--- src/rtl/quad_pkg.sv ---
// Shared types and helpers for the quadrature decoder: FSM states, default
// counter width and the forward Gray-order successor.
package quad_pkg;

   localparam int DEF_WIDTH = 8;

   typedef enum logic [1:0] {
      SYNC = 2'd0,
      LOAD = 2'd1,
      RUN  = 2'd2
   } state_t;

   // Forward order 00 -> 01 -> 11 -> 10 -> 00
   function automatic logic [1:0] gray_fwd(input logic [1:0] p);
      logic [1:0] n;
      case (p)
         2'b00:   n = 2'b01;
         2'b01:   n = 2'b11;
         2'b11:   n = 2'b10;
         default: n = 2'b00;
      endcase
      return n;
   endfunction

endpackage

--- src/rtl/sync_2ff.sv ---
// 1-bit two-flop synchroniser into the clk domain, synchronous active-low
// reset to 0.
module sync_2ff (
   input  logic clk,
   input  logic rst,
   input  logic d_i,
   output logic q_o
);

   logic s1_q, s2_q;

   always_ff @(posedge clk) begin
      if (!rst) begin
         s1_q <= 1'b0;
         s2_q <= 1'b0;
      end else begin
         s1_q <= d_i;
         s2_q <= s1_q;
      end
   end

   assign q_o = s2_q;

endmodule

--- src/rtl/quad_decoder.sv ---
// x4 quadrature decoder: synchronises A/B, decodes Gray transitions into
// up/down steps and accumulates a wrapping position count with error flags.
module quad_decoder
   import quad_pkg::*;
#(
   parameter int WIDTH = DEF_WIDTH
) (
   input  logic             clk,
   input  logic             rst,
   input  logic             a_in,
   input  logic             b_in,
   input  logic             enable,
   input  logic             clear,
   output logic [WIDTH-1:0] count_out,
   output logic             dir_out,
   output logic             step_pulse,
   output logic             err_pulse,
   output logic             err_sticky
);

   logic             a_s, b_s;
   logic [1:0]       pair;
   state_t           state_q;
   logic             sync_cnt_q;
   logic [1:0]       prev_q;
   logic [WIDTH-1:0] count_q;
   logic             dir_q, step_q, err_q, sticky_q;
   logic             is_up, is_dn, is_err;

   sync_2ff u_sync_a (.clk(clk), .rst(rst), .d_i(a_in), .q_o(a_s));
   sync_2ff u_sync_b (.clk(clk), .rst(rst), .d_i(b_in), .q_o(b_s));

   assign pair   = {a_s, b_s};
   assign is_up  = (pair == gray_fwd(prev_q));
   assign is_dn  = (prev_q == gray_fwd(pair));
   assign is_err = (pair == ~prev_q);

   always_ff @(posedge clk) begin
      if (!rst) begin
         state_q    <= SYNC;
         sync_cnt_q <= 1'b0;
         prev_q     <= 2'b00;
         count_q    <= '0;
         dir_q      <= 1'b1;
         step_q     <= 1'b0;
         err_q      <= 1'b0;
         sticky_q   <= 1'b0;
      end else begin
         step_q <= 1'b0;
         err_q  <= 1'b0;
         case (state_q)
            SYNC: begin
               sync_cnt_q <= ~sync_cnt_q;
               if (sync_cnt_q) state_q <= LOAD;
            end
            LOAD: begin
               prev_q  <= pair;
               state_q <= RUN;
            end
            RUN: begin
               prev_q <= pair;
               // clear wins over any step or error decoded this cycle
               if (!clear) begin
                  if (is_up && enable) begin
                     count_q <= count_q + WIDTH'(1);
                     dir_q   <= 1'b1;
                     step_q  <= 1'b1;
                  end else if (is_dn && enable) begin
                     count_q <= count_q - WIDTH'(1);
                     dir_q   <= 1'b0;
                     step_q  <= 1'b1;
                  end else if (is_err) begin
                     err_q    <= 1'b1;
                     sticky_q <= 1'b1;
                  end
               end
            end
            default: state_q <= SYNC;
         endcase
         if (clear) begin
            count_q  <= '0;
            sticky_q <= 1'b0;
         end
      end
   end

   assign count_out  = count_q;
   assign dir_out    = dir_q;
   assign step_pulse = step_q;
   assign err_pulse  = err_q;
   assign err_sticky = sticky_q;

endmodule
--- config.mk ---
export PLATFORM = sky130hd
export DESIGN_NAME = quad_decoder
export DESIGN_NICKNAME = d
export VERILOG_FILES = /design/src/rtl/quad_pkg.sv /design/src/rtl/sync_2ff.sv /design/src/rtl/quad_decoder.sv
export SDC_FILE = /design/constraint.sdc
export NUM_CORES = 1
export LEC_CHECK = 0
export CORE_MARGIN = 3
export CORE_UTILIZATION = 35
export CTS_BUF_LIST = sky130_fd_sc_hd__clkbuf_4 sky130_fd_sc_hd__clkbuf_8
export DETAILED_ROUTE_END_ITERATION = 10
export PLACE_DENSITY = 0.55
export SLEW_MARGIN = 10
export SYNTH_ARGS = -nofsm -noshare
export SYNTH_HDL_FRONTEND = slang
export SYNTH_SLANG_ARGS = --single-unit
--- constraint.sdc ---
create_clock -name clk -period 2.2 [get_ports clk]
set_input_delay 0.33 -clock clk [delete_from_list [all_inputs] [get_ports clk]]
set_output_delay 0.33 -clock clk [all_outputs]
set_load 0.02 [all_outputs]
==> flow_summary.json <==
{
  "cts.htree.levels": 1,
  "cp-end-kind": "flip-flop",
  "core_area_um2": 2900,
  "maxCapViolCount": 0,
  "start_util": 0.389,
  "min_path_type": "reg2reg",
  "clkTransAtPathRegs_ps": 110,
  "grt_pass1_vias": 923,
  "startpoint_type": "flip-flop",
  "via_per_inst": 4.65,
  "die_x_um": 62.8,
  "synth_fp_nets": 135,
  "clk_path_buf_depth": 2,
  "instances_no_fill": 194,
  "routed_wl_mm": 2.23,
  "syn_area_um2": 1130,
  "synth-seq-area-share": 0.373,
  "hpwl_mm": 1.83,
  "ctsResizeCount": 0,
  "grt_pass1_wl_mm": 4.02,
  "cts_root_buffer": "clkbuf_4",
  "cp.required_ps": 2440,
  "synthToLayoutAreaGrowth_pct": 35.3,
  "yosys_warnings": 0,
  "async_flop_share": 0,
  "vias": 903,
  "fin_area_um2": 1530,
  "final.period_utilization": 0.940,
  "fill_cells": 297,
  "row_count": 19,
  "synth_edf_count": 0,
  "synthCells": 117,
  "status": "completed",
  "rsz0062_at_grt": "no",
  "largest_reg_flops": 8,
  "slowest_stage": "dfxtp_1",
  "setup_viol": 0,
  "fin_crit_ps": 2070,
  "cts-buffers-inserted": 3,
  "crit_chain": "xnor2_2, and2_2, nand2_4, ha_1, a21oi_1, o21ai_0, a21oi_1, mux2i_1, mux2i_1",
  "grt_overflow": 0,
  "ios": 18,
  "postCtsSetupBuffers": 0,
  "finClkSkew_ps": 3.79,
  "maxSlewViolCount": 0,
  "hold_slack_ps": 444,
  "drcViolationCount": 0,
  "worstMarginPinSlew_ps": 337,
  "powerDensity_nw_per_um2": 616,
  "cts_sinks": 21,
  "grt_max_degree": 13,
  "final_nets": 171,
  "first_pass_iters": 2,
  "ctsHoldBuffers": 0,
  "portBuffers": 17,
  "fp.dieArea_um2": 3940,
  "ir_drop_v": 0.000461,
  "antenna_found_initial": 0,
  "insertedDiodeCount": 0,
  "post_dp_cell_area_um2": 1480,
  "cp_num_buf_inv": 0,
  "clock.fmax_ghz": 0.484,
  "clk_latency_ps": 290,
  "critPathKind": "reg2reg",
  "cp_max_fo": 8,
  "total_power_w": 0.000940,
  "cpLargestDelayFamily": "multiplexers",
  "ys_ff_latch": 21,
  "cts_tree": "yes",
  "place_congestion": 0.804,
  "synthDistinctLibCells": 29,
  "drtAntennaViolNets": 0,
  "initialDrtViolationCount": 35,
  "syn_avg_cell_area_um2": 9.64,
  "p_leak_nw": 0.615,
  "slew-limit-headroom": 0.775,
  "layout-drive-gt1-share": 0.211,
  "ys.flop_type": "dfxtp_1",
  "arrival_ps": 2300,
  "grt_usage": 0.126,
  "wire_per_inst_um": 11.5,
  "die_y_um": 62.8,
  "hold_viol_final": 0,
  "critPathMaxStageDelay_ps": 390,
  "dp_cells": 190
}
## final cells by class
| class | count | area (µm²) | area share |
|---|---|---|---|
| repair buffers | 32 | 283 | 0.185 |
| inverters | 3 | 11.3 | 0.00738 |
| flip-flops and latches | 21 | 423 | 0.277 |
| multi-input cells | 92 | 726 | 0.476 |
| clock buffers | 4 | 30.0 | 0.0197 |
| well taps | 42 | 52.6 | 0.0345 |
## cells in the mapped netlist (2+ instances only)
master    number  area, µm²
xnor2_1        6       52.6
xor2_1         3       26.3
dfxtp_1       21        420
o21ai_0        3       15.0
inv_1          3       11.3
nor2b_1        6       37.5
a21o_1         2       15.0
nand2_1        9       33.8
nor2_1         9       33.8
and2_1         5       31.3
ha_1          11        138
mux2i_1        9       90.1
xor2_2         2       32.5
a21oi_1       10       50.1
nand2b_1       2       12.5
nand3_1        3       15.0
## final timing paths
kind / end / slack, ps / cells past startpoint / from
max: count_out[7] / 130 / 9 / u_sync_a.q_o
min: u_sync_a.q_o / 440 / 1 / u_sync_a.s1_q
max reg2reg: count_out[7] / 130 / 9 / u_sync_a.q_o
min reg2reg: u_sync_a.q_o / 440 / 1 / u_sync_a.s1_q
## power by group
group	switching (W)	internal, W	total (W)	leakage [nW]
registers	0.0000225	0.000412	0.000435	0.172
logic	0.000154	0.000160	0.000314	0.425
clock network	0.000108	0.0000828	0.000191	0.0184
total	0.000285	0.000655	0.000940	0.615
## metrics by stage
step,setup WS (ps),utilization,setup TNS (ps)
detailed placement,-61.3,0.511,-88.5
CTS,31.7,0.521,0
global route,6.37,0.526,0
finish,132,0.526,0
global placement,-11.5,0.511,-14.1
floorplan,40.8,-,0
## logic make-up (layout without fill, tap and decap cells)
group | count (synthesis) | in the layout | share of synthesized area
muxes | 9 | 9 | 0.0799
buffers and inverters | 4 | 39 | 0.0133
DFF | 21 | 21 | 0.373
xor gates and xnor gates | 11 | 11 | 0.0988
adders and majority gates | 12 | 12 | 0.140
and+or+nand+nor | 40 | 40 | 0.184
AOI/OAI and AO/OA | 20 | 20 | 0.111
## cell usage in the layout, fill, tap and decap left out, drive strengths merged
cell	netlist	layout
clkdlybuf4s50	0	17
inv	3	3
nand2	9	9
xor2	5	5
fa	1	1
ha	11	11
a21o	2	2
mux2i	9	9
o2bb2ai	1	1
a21oi	10	10
o21ai	3	3
nand3	3	3
and2	6	6
nor3	1	1
or3	2	2
nand2b	2	2
dfxtp	21	21
xnor2	6	6
nor2b	6	6
clkbuf	1	4
buf	0	15
nor2	10	10
o221ai	1	1
o21bai	1	1
nand4	1	1
a211oi	2	2
## per-layer routing
layer  routed length, µm  part of all wire  vias to the layer above  global-route usage
met3                  61             0.027                        2              0.0306
met4                  23             0.010                        0              0.0579
met2                1150              0.51                        8               0.218
li1                    -                 -                      469                   -
met1                 995              0.45                      424               0.146
met5                   0                 0                        -                   0
## worst reg2reg max path, cell delays in order (launching register included)
cell     delay, ps
dfxtp_1        390
xnor2_2        130
and2_2         210
nand2_4        110
ha_1           320
a21oi_1        170
o21ai_0        100
a21oi_1        150
mux2i_1        240
mux2i_1        190
(Power assumes the default switching activity.)
